==> config.mk <==
export PLATFORM = sky130hd
export DESIGN_NAME = alu_arbiter
export DESIGN_NICKNAME = d
export VERILOG_FILES = /design/src/rtl/alu_arbiter.sv
export SDC_FILE = /design/constraint.sdc
export NUM_CORES = 1
export LEC_CHECK = 0
export CORE_ASPECT_RATIO = 1.25
export CORE_MARGIN = 5
export CORE_UTILIZATION = 35
export CTS_CLUSTER_SIZE = 20
export DETAILED_ROUTE_END_ITERATION = 10
export GPL_TIMING_DRIVEN = 1
export PLACE_DENSITY = 0.76
export SKIP_LAST_GASP = 1
export SYNTH_ARGS = -nofsm -noshare
export SYNTH_HDL_FRONTEND = slang
export SYNTH_SLANG_ARGS = --single-unit
==> constraint.sdc <==
create_clock -name clk -period 2.21 [get_ports clk]
set_input_delay 0.442 -clock clk [delete_from_list [all_inputs] [get_ports clk]]
set_output_delay 0.442 -clock clk [all_outputs]
set_load 0.1 [all_outputs]
==> src/rtl/alu_arbiter.sv <==
// ============================================================================
// Module   : alu_arbiter
// Function : Round-robin sharing of one combinational ALU between two
//            requesters through an issue register and a response register.
// Revision : 1.0
// ============================================================================
`default_nettype none

module alu_arbiter #(
    parameter int W = 32
) (
    input  logic         clk,
    input  logic         rst_n,

    input  logic         req0_valid,
    output logic         req0_ready,
    input  logic [3:0]   req0_op,
    input  logic [W-1:0] req0_a,
    input  logic [W-1:0] req0_b,
    output logic         rsp0_valid,
    input  logic         rsp0_ready,
    output logic [W-1:0] rsp0_out,
    output logic         rsp0_zero,

    input  logic         req1_valid,
    output logic         req1_ready,
    input  logic [3:0]   req1_op,
    input  logic [W-1:0] req1_a,
    input  logic [W-1:0] req1_b,
    output logic         rsp1_valid,
    input  logic         rsp1_ready,
    output logic [W-1:0] rsp1_out,
    output logic         rsp1_zero,

    output logic [3:0]   alu_op,
    output logic [W-1:0] alu_ina,
    output logic [W-1:0] alu_inb,
    input  logic [W-1:0] alu_out,
    input  logic         alu_zero
);

    logic         r_s1_valid;
    logic         r_s1_owner;
    logic [3:0]   r_s1_op;
    logic [W-1:0] r_s1_a;
    logic [W-1:0] r_s1_b;

    logic         r_s2_valid;
    logic         r_s2_owner;
    logic [W-1:0] r_s2_out;
    logic         r_s2_zero;

    logic         r_rr_ptr;

    logic         w_s2_take;
    logic         w_s2_load;
    logic         w_s1_free;
    logic         w_winner;
    logic         w_accept;

    assign w_s2_take = r_s2_valid & (r_s2_owner ? rsp1_ready : rsp0_ready);
    assign w_s2_load = r_s1_valid & (~r_s2_valid | w_s2_take);
    assign w_s1_free = ~r_s1_valid | w_s2_load;

    // A lone requester wins outright; on a tie the pointer decides.
    always_comb begin
        w_winner = 1'b0;
        if (req0_valid && req1_valid) begin
            w_winner = r_rr_ptr;
        end else if (req1_valid) begin
            w_winner = 1'b1;
        end
    end

    assign req0_ready = w_s1_free & req0_valid & ~w_winner;
    assign req1_ready = w_s1_free & req1_valid &  w_winner;
    assign w_accept   = (req0_valid & req0_ready) | (req1_valid & req1_ready);

    always_ff @(posedge clk or negedge rst_n) begin
        if (!rst_n) begin
            r_s1_valid <= 1'b0;
            r_s1_owner <= 1'b0;
            r_s1_op    <= 4'b0000;
            r_s1_a     <= '0;
            r_s1_b     <= '0;
            r_rr_ptr   <= 1'b0;
        end else if (w_accept) begin
            r_s1_valid <= 1'b1;
            r_s1_owner <= w_winner;
            r_s1_op    <= w_winner ? req1_op : req0_op;
            r_s1_a     <= w_winner ? req1_a  : req0_a;
            r_s1_b     <= w_winner ? req1_b  : req0_b;
            r_rr_ptr   <= ~w_winner;
        end else if (w_s2_load) begin
            r_s1_valid <= 1'b0;
        end
    end

    always_ff @(posedge clk or negedge rst_n) begin
        if (!rst_n) begin
            r_s2_valid <= 1'b0;
            r_s2_owner <= 1'b0;
            r_s2_out   <= '0;
            r_s2_zero  <= 1'b0;
        end else if (w_s2_load) begin
            r_s2_valid <= 1'b1;
            r_s2_owner <= r_s1_owner;
            r_s2_out   <= alu_out;
            r_s2_zero  <= alu_zero;
        end else if (w_s2_take) begin
            r_s2_valid <= 1'b0;
        end
    end

    // The ALU sees the issue register even when it is empty.
    assign alu_op     = r_s1_op;
    assign alu_ina    = r_s1_a;
    assign alu_inb    = r_s1_b;

    assign rsp0_valid = r_s2_valid & ~r_s2_owner;
    assign rsp1_valid = r_s2_valid &  r_s2_owner;
    assign rsp0_out   = r_s2_out;
    assign rsp1_out   = r_s2_out;
    assign rsp0_zero  = r_s2_zero;
    assign rsp1_zero  = r_s2_zero;

endmodule

`default_nettype wire

==> results of run 1 <==
==> worst max-delay path by stage <==
stage / startpoint / end / slack (ns) / cells after the start
after floorplan: req0_valid / req1_ready / 0.09 / 4
after global placement: rsp1_ready / req1_ready / 0.09 / 6
after detailed placement: rsp1_ready / req1_ready / 0.08 / 6
after CTS: r_s2_owner$_DFFE_PN0P_ / req1_ready / 0.04 / 5
after global routing: rsp0_ready / req1_ready / 0.008 / 6
final: rsp1_ready / req1_ready / 0.07 / 6
==> final cells by class <==
cell class | count | area [um^2]
Clock buffer | 11 | 233
Clock inverter | 4 | 53.8
Fill cell | 1164 | 5690
Inverter | 1 | 3.75
Multi-Input combinational cell | 192 | 1780
Sequential cell | 106 | 2650
Tap cell | 175 | 219
Timing Repair Buffer | 330 | 3060
==> worst register-to-register path, delay by kind of cell, from the launching register on <==
family | cells | cell delay [ns]
mux | 2 | 0.62
flops | 1 | 0.46
buf+inv | 1 | 0.23
compound gates | 1 | 0.20
==> metal layers <==
layer	share of wire [%]	vias to the layer above	wire, um	track usage (%)
li1	-	1979	-	-
met1	35	2119	5580	21.1
met2	53	221	8560	33.9
met3	9.2	32	1490	5.59
met4	3.1	0	498	7.48
met5	0	-	0	0
==> registers in the layout, indices dropped and copies added, names as in the netlist <==
register and cells:
alu_ina 32, alu_inb 32, alu_op 4, r_rr_ptr 1, r_s1_owner 1, r_s1_valid 1, r_s2_owner 1, r_s2_valid 1
rsp0_out 32, rsp0_zero 1
==> per-stage QoR <==
step | util (%) | setup slack, ns | std cells
floorplan | - | 0.0858 | 372
global placement | 56.3 | 0.0943 | 803
detailed placement | 56.3 | 0.0781 | 803
CTS | 58.5 | 0.0406 | 819
global route | 58.5 | 0.00767 | 819
finish | 58.5 | 0.0708 | 819
==> cell usage after synthesis (all sizes together) (2+ instances only) <==
library cell,number
nor2,3
nand2,3
a2bb2oi,67
nor2b,2
mux2,35
buf,52
and2,2
clkbuf,21
o32ai,67
dfrtp,106
==> kinds of logic (layout without fill, tap and decap cells) <==
group,after synthesis,in the layout
mux,36,36
buf+inv,74,346
simple gates,13,13
flops,106,106
compound gates,143,143
==> what timing repair did <==
action                                 4_1_cts  5_1_grt
gates resized for setup                      0        1
endpoints found under the hold margin       15        0
setup endpoints to repair                    0        2
hold buffers                                 1        0
buffers inserted                             0        0
==> results.sh, run 1 <==
export IMPL_cts_tree="done"
export IMPL_critical_path_required_ns=1.77
export IMPL_crit_fanout=3
export IMPL_tightest_slew_ns=0.400
export IMPL_die_area_mm2=0.0163
export IMPL_critical_path_arrival_ns=1.70
export IMPL_clk_path_buf_depth=2
export IMPL_synthAdderAreaFrac_pct=0
export IMPL_fp_coreArea_mm2=0.0137
export IMPL_synth_async_sr_flop_share_pct=100
export IMPL_row_count=48
export IMPL_hold_class="reg2reg"
export IMPL_yosys_cell_types_count=27
export IMPL_path_cells="clkdlybuf4s50_1 -> mux2_2 -> nor2_1 -> buf_4 -> nor3_4 -> buf_12"
export IMPL_fmax_mhz=467
export IMPL_antenna_found_initial=0
export IMPL_cts_buffers_inserted=9
export IMPL_synth_compound_area_share_pct=26.1
export IMPL_synth_edf_count=0
export IMPL_synth_xor_area_share_pct=0
export IMPL_finalHoldViolations=0
export IMPL_gr_total_overflow=0
export IMPL_finalSetupTns_ns=0
export IMPL_finalInstanceArea_mm2=0.00801
export IMPL_finalNetCount=815
export IMPL_ys_ff_latch=106
export IMPL_area_growth_pct=64.9
export IMPL_clk_latency_ns=0.33
export IMPL_r2r_slack_ns=0.58
export IMPL_cp_end_kind="output pin"
export IMPL_clock_sinks=106
export IMPL_synth_top_family_by_area="compound AO/OA/AOI/OAI gates"
export IMPL_grt_setup_unrepaired="no"
export IMPL_yosys_area_share_simple_pct=1.31
export IMPL_syn_num_nets=547
export IMPL_ys_dominant_reg_cell="dfrtp_1"
export IMPL_final_setup_viol_count=0
export IMPL_grt_max_degree=48
export IMPL_place_congestion=0.758
export IMPL_wirelength_um=16100
export IMPL_layout_commonest_cell="clkdlybuf4s50_1"
export IMPL_holdWs_ns=0.495
export IMPL_synth_seq_area_share_pct=54.7
export IMPL_min_delay_start="alu_ina[8]$_DFFE_PN0P_"
export IMPL_cp_top_family="buffers and inverters"
export IMPL_port_buffers=312
export IMPL_drive_above_1_share_pct=33.4
export IMPL_clock_skew_ns=0.00846
export IMPL_fin_crit_sh_pct=96.8
export IMPL_maxCapViolations=0
export IMPL_place_hpwl_um=12600
export IMPL_critPathMaxStageDelay_ns=0.48
export IMPL_fin_crit_ns=2.14
export IMPL_grt_pass1_wl_um=24300
export IMPL_antenna_cells=0
export IMPL_wl_per_cell_um=19.7
export IMPL_crit_buf_inv=3
export IMPL_synth_mux_area_share_pct=8.58
export IMPL_min_to="alu_ina[8]$_DFFE_PN0P_"
export IMPL_viasPerCell=5.31
export IMPL_firstDrtPassIters=4
export IMPL_drc=0
export IMPL_avgSynthCellArea_um2=13.0
export IMPL_worstSetupPathType="in2out"
export IMPL_netlist_area_leader_share_pct=54.7
export IMPL_worstReg2RegEnd="rsp0_out[20]$_DFFE_PN0P_"
export IMPL_yosys_top_cells_area="dfrtp_1 (55%), a2bb2oi_1 (12%), o32ai_1 (12%)"
export IMPL_synth_largest_area_cell="dfrtp_1"
export IMPL_die_h_um=142
export IMPL_fp_dieW_um=115
export IMPL_io_pins=313
export IMPL_most_common_layout_cells="clkdlybuf4s50_1 (173), buf_4 (144), dfrtp_1 (105), o32ai_1 (67), a2bb2oi_1 (67)"
export IMPL_start_kind="primary input"
export IMPL_drt_iter0_drc=148
export IMPL_cp_slowest_cell="clkdlybuf4s50_1"
export IMPL_slew_headroom_pct=73.3
export IMPL_first_global_vias=4602
export IMPL_status="completed"
export IMPL_initial_core_util_pct=35.4
export IMPL_yosysWarningCount=0
export IMPL_r2r_start="r_s2_owner$_DFFE_PN0P_"
export IMPL_clockRootBuffer="clkbuf_16"
export IMPL_grt_usage_pct=19.0
export IMPL_netlist_area_mm2=0.00485
export IMPL_place_area_mm2=0.00771
export IMPL_cts_clk_slew_worst_paths_ns=0.06
export IMPL_antenna_left=0
export IMPL_r2r_cells=4
export IMPL_syn_inst=372
export IMPL_htree_num_levels=3
export IMPL_slew_violations=0
export IMPL_min_path_cells=1
export IMPL_vias=4351
Power of run 1 is left out: the tool's default activity adds up to more than one toggle a clock period on the data nets, which glitch-free logic cannot reach.
==> inputs of run 2 (changes only) <==
- CTS_BUF_LIST: not set -> sky130_fd_sc_hd__clkbuf_16
==> run 2 against run 1 <==
Against the previous run:
- critical path depth stayed put
- setup slack is essentially flat
- first-iteration DRC count up 0.68%
- hold slack did not move
- routed wire length rose by 0.35%
- register-to-register slack about the same
- largest cell class unchanged
- maximum frequency hardly changed
- die area stayed put
==> results.sh, run 2 (same netlist as run 1, synthesis figures left out) <==
export IMPL_area_growth_pct=64.9
export IMPL_initial_core_util_pct=35.4
export IMPL_critical_path_arrival_ns=1.70
export IMPL_first_global_vias=4604
export IMPL_fin_crit_sh_pct=96.8
export IMPL_min_delay_start="alu_ina[8]$_DFFE_PN0P_"
export IMPL_layoutNonFillerInstCount=819
export IMPL_wl_per_cell_um=19.8
export IMPL_multi_input_area_mm2=0.00178
export IMPL_clk_path_buf_depth=2
export IMPL_antenna_found_initial=0
export IMPL_clockRootBuffer="clkbuf_16"
export IMPL_slew_headroom_pct=73.2
export IMPL_fillers=1164
export IMPL_place_congestion=0.758
export IMPL_finalHoldViolations=0
export IMPL_critical_path_required_ns=1.77
export IMPL_antenna_cells=0
export IMPL_row_count=48
export IMPL_most_common_layout_cells="clkdlybuf4s50_1 (173), buf_4 (144), dfrtp_1 (105), o32ai_1 (67), a2bb2oi_1 (67)"
export IMPL_clock_skew_ns=0.00848
export IMPL_cts_buffers_inserted=9
export IMPL_r2r_start="r_s2_owner$_DFFE_PN0P_"
export IMPL_io_pins=313
export IMPL_fp_dieW_um=115
export IMPL_cp_end_kind="output pin"
export IMPL_grt_usage_pct=19.0
export IMPL_gr_total_overflow=0
export IMPL_ff_latch_area_mm2=0.00265
export IMPL_place_hpwl_um=12600
export IMPL_die_h_um=142
export IMPL_critPathMaxStageDelay_ns=0.48
export IMPL_slew_violations=0
export IMPL_drt_iter0_drc=149
export IMPL_grt_setup_unrepaired="no"
export IMPL_cp_startpoint="rsp1_ready"
export IMPL_tightest_slew_ns=0.403
export IMPL_grt_pass1_wl_um=24400
export IMPL_fmax_mhz=468
export IMPL_cp_slowest_cell="clkdlybuf4s50_1"
export IMPL_vias=4364
export IMPL_port_buffers=312
export IMPL_finalSetupTns_ns=0
export IMPL_htree_num_levels=3
export IMPL_grt_max_degree=48
export IMPL_die_area_mm2=0.0163
export IMPL_clock_sinks=106
export IMPL_fin_crit_ns=2.14
export IMPL_cts_clk_slew_worst_paths_ns=0.06
export IMPL_layout_commonest_cell="clkdlybuf4s50_1"
export IMPL_wirelength_um=16200
export IMPL_firstDrtPassIters=4
export IMPL_clk_latency_ns=0.33
export IMPL_crit_fanout=3
export IMPL_drc=0
export IMPL_start_kind="primary input"
export IMPL_dp_cells=803
export IMPL_drive_above_1_share_pct=33.4
export IMPL_finalNetCount=815
export IMPL_cts_tree="done"
export IMPL_path_cells="clkdlybuf4s50_1 -> mux2_2 -> nor2_1 -> buf_4 -> nor3_4 -> buf_12"
export IMPL_fp_coreArea_mm2=0.0137
export IMPL_viasPerCell=5.33
export IMPL_worstSetupPathType="in2out"
export IMPL_maxCapViolations=0
export IMPL_status="completed"
export IMPL_hold_class="reg2reg"
export IMPL_final_setup_viol_count=0
export IMPL_antenna_left=0
export IMPL_post_cts_setup_buffer_count=0
-- run 2: final timing paths --
kind	end	slack, ns	cells after the start
hold reg to reg	alu_ina[8]$_DFFE_PN0P_	0.49	1
setup reg to reg	rsp0_out[20]$_DFFE_PN0P_	0.58	4
min in group asynchronous	rsp0_out[21]$_DFFE_PN0P_	0.54	2
hold / removal	alu_ina[8]$_DFFE_PN0P_	0.49	1
max in group asynchronous	alu_inb[8]$_DFFE_PN0P_	1.15	3
setup / recovery	req1_ready	0.07	6
-- run 2: what timing repair did --
action,CTS,global route
resized for setup,0,1
setup endpoints to repair,0,2
hold buffers,1,0
endpoints found under the hold margin,15,0
-- run 2: final cells by class --
type | count | area share [%]
clock inverter | 6 | 0.766
tap | 175 | 2.74
clock buffer | 9 | 2.81
timing repair buffer | 330 | 38.3
inverter | 1 | 0.0469
sequential | 106 | 33.2
multi-input combinational | 192 | 22.2
-- run 2: layer usage --
layer	GRT usage [%]	wire [um]
met2	33.9	8520
met1	21.1	5670
met5	0	0
met3	5.59	1500
met4	7.48	498
-- run 2: worst max-delay path: cells and delay by family --
family                 cells  cell delay, ns
muxes                      1            0.17
and+or+nand+nor            2            0.25
buffers and inverters      3            0.83
-- run 2: per-stage QoR --
step	setup slack, ns	hold slack [ns]	cell area, um^2	util (%)
finish	0.0710	0.495	8010	58.5
global route	0.00767	0.538	8010	58.5
CTS	0.0406	0.503	8000	58.5
detailed placement	0.0781	0.331	7710	56.3
global placement	0.0943	0.330	7710	56.3
floorplan	0.0858	0.146	4870	-
Power of run 2 is left out for the same reason.
==> inputs of run 3 (changes only) <==
==> constraint.sdc (replaced) <==
create_clock -name clk -period 2.21 [get_ports clk]
set_input_delay 0.663 -clock clk [delete_from_list [all_inputs] [get_ports clk]]
set_output_delay 0.663 -clock clk [all_outputs]
set_load 0.1 [all_outputs]
==> run 3 against run 2 <==
Against the previous run:
- via count rose by 0.55%
- maximum frequency fell by 1.3%
- die area did not move
- routed wire length rose by 1.2%
- first-iteration DRC count fell by 18%
- sequential share of layout area fell by 0.54 points
- sequential cell count did not move
- setup slack got worse by 0.029 ns
- register-to-register slack barely moved
- clock skew rose by 0.00077 ns
- critical path type unchanged
- highest routed layer unchanged
==> results.sh, run 3 (same netlist as run 1, synthesis figures left out) <==
export IMPL_critical_path_required_ns=1.55
export IMPL_viasPerCell=5.32
export IMPL_worstReg2RegEnd="alu_inb[11]$_DFFE_PN0P_"
export IMPL_slew_violations=0
export IMPL_gr_total_overflow=0
export IMPL_wl_met3_um=1440
export IMPL_port_buffers=312
export IMPL_finalNetCount=821
export IMPL_clock_skew_ns=0.00925
export IMPL_path_cells="buf_2 -> mux2_4 -> nor2_4 -> buf_6 -> nor3_4 -> buf_12"
export IMPL_finalHoldViolations=0
export IMPL_slew_headroom_pct=66.5
export IMPL_fp_coreArea_mm2=0.0137
export IMPL_htree_num_levels=3
export IMPL_die_h_um=142
export IMPL_fmax_mhz=461
export IMPL_antenna_found_initial=0
export IMPL_layout_commonest_cell="clkdlybuf4s50_1"
export IMPL_drt_iter0_drc=122
export IMPL_grt_max_degree=49
export IMPL_cp_slowest_cell="mux2_4"
export IMPL_antenna_left=0
export IMPL_topRoutingLayerUsed="met4"
export IMPL_wirelength_um=16400
export IMPL_worstSetupPathType="in2out"
export IMPL_place_congestion=0.811
export IMPL_clk_latency_ns=0.34
export IMPL_dp_cells=810
export IMPL_fin_crit_sh_pct=98.1
export IMPL_clk_path_buf_depth=2
export IMPL_crit_buf_inv=3
export IMPL_fp_dieW_um=115
export IMPL_first_global_vias=4785
export IMPL_drc=0
export IMPL_critPathMaxStageDelay_ns=0.29
export IMPL_grt_setup_unrepaired="no"
export IMPL_initial_core_util_pct=35.4
export IMPL_r2r_slack_ns=0.57
export IMPL_row_count=48
export IMPL_status="completed"
export IMPL_most_common_layout_cells="clkdlybuf4s50_1 (169), buf_4 (142), dfrtp_1 (106), o32ai_1 (67), a2bb2oi_1 (67)"
export IMPL_place_hpwl_um=12700
export IMPL_vias=4388
export IMPL_grt_pass1_wl_um=25400
export IMPL_hold_class="in2async"
export IMPL_layoutNonFillerInstCount=825
export IMPL_start_kind="primary input"
export IMPL_fillers=1129
export IMPL_area_growth_pct=67.6
export IMPL_final_setup_viol_count=0
export IMPL_io_pins=313
export IMPL_cts_tree="done"
export IMPL_cp_end_kind="output pin"
export IMPL_grt_usage_pct=19.8
export IMPL_drive_above_1_share_pct=34.6
export IMPL_r2r_cells=6
export IMPL_r2r_start="r_s2_owner$_DFFE_PN0P_"
export IMPL_cts_clk_slew_worst_paths_ns=0.06
export IMPL_maxCapViolations=0
export IMPL_wl_per_cell_um=19.9
export IMPL_clock_sinks=106
export IMPL_firstDrtPassIters=4
export IMPL_clockRootBuffer="clkbuf_16"
export IMPL_wl_met2_um=8670
export IMPL_cp_top_family="buffers and inverters"
export IMPL_crit_fanout=4
export IMPL_cts_buffers_inserted=9
export IMPL_drt_met1_wl_um=5820
export IMPL_fin_crit_ns=2.17
export IMPL_antenna_cells=0
export IMPL_tightest_slew_ns=0.502
export IMPL_die_area_mm2=0.0163
export IMPL_critical_path_arrival_ns=1.50
run 3: what timing repair did:
action                                  CTS  global route
hold endpoints to repair                  0             0
endpoints found under the setup margin    2             1
pin swaps                                 2             0
hold buffers                              0             0
setup buffers                             0             0
resized for setup                        15             1
run 3: metrics by stage:
| step | TNS (ns) | hold WS, ns | util (%) | area (um^2) | worst slack (ns) |
|---|---|---|---|---|---|
| global route | 0 | 0.307 | 59.4 | 8130 | 0.00352 |
| floorplan | -0.411 | 0.367 | - | 4900 | -0.332 |
| CTS | 0 | 0.282 | 59.4 | 8130 | 0.0282 |
| detailed placement | -6.46 | 0.502 | 57.4 | 7860 | -0.395 |
| finish | 0 | 0.276 | 59.4 | 8130 | 0.0422 |
| global placement | -2.98 | 0.479 | 57.4 | 7860 | -0.372 |
run 3: worst reg2reg max path: cells and delay by family (launching register included):
| kind | cells | cell delay, ns |
|---|---|---|
| multiplexers | 1 | 0.20 |
| AO/OA/AOI/OAI | 2 | 0.42 |
| buffers and inverters | 3 | 0.55 |
| flip-flops | 1 | 0.40 |
run 3: routing by layer:
| metal | global-route usage (%) | vias up |
|---|---|---|
| li1 | - | 1997 |
| met1 | 22.8 | 2116 |
| met2 | 34.9 | 240 |
| met3 | 4.61 | 35 |
| met4 | 8.10 | 0 |
| met5 | 0 | - |
run 3: worst max-delay path by stage:
stage | start | to | slack (ns) | cells after the start
floorplan | req0_valid | req1_ready | -0.33 | 4
global placement | rsp0_ready | req1_ready | -0.37 | 6
detailed placement | rsp0_ready | req1_ready | -0.40 | 6
CTS | r_s2_owner$_DFFE_PN0P_ | req1_ready | 0.03 | 5
global route | r_s2_owner$_DFFE_PN0P_ | req1_ready | 0.004 | 5
finish | rsp0_ready | req1_ready | 0.04 | 6
run 3: layout make-up:
cell class                      instances  area (um^2)  share of cell area (%)
Sequential cell                       106         2650                    32.6
Clock inverter                          6         36.3                   0.446
Tap cell                              175          219                    2.69
Multi-Input combinational cell        192         1800                    22.1
Inverter                                1         3.75                  0.0462
Timing Repair Buffer                  336         3200                    39.3
Clock buffer                            9          225                    2.77
Power of run 3 is left out for the same reason.
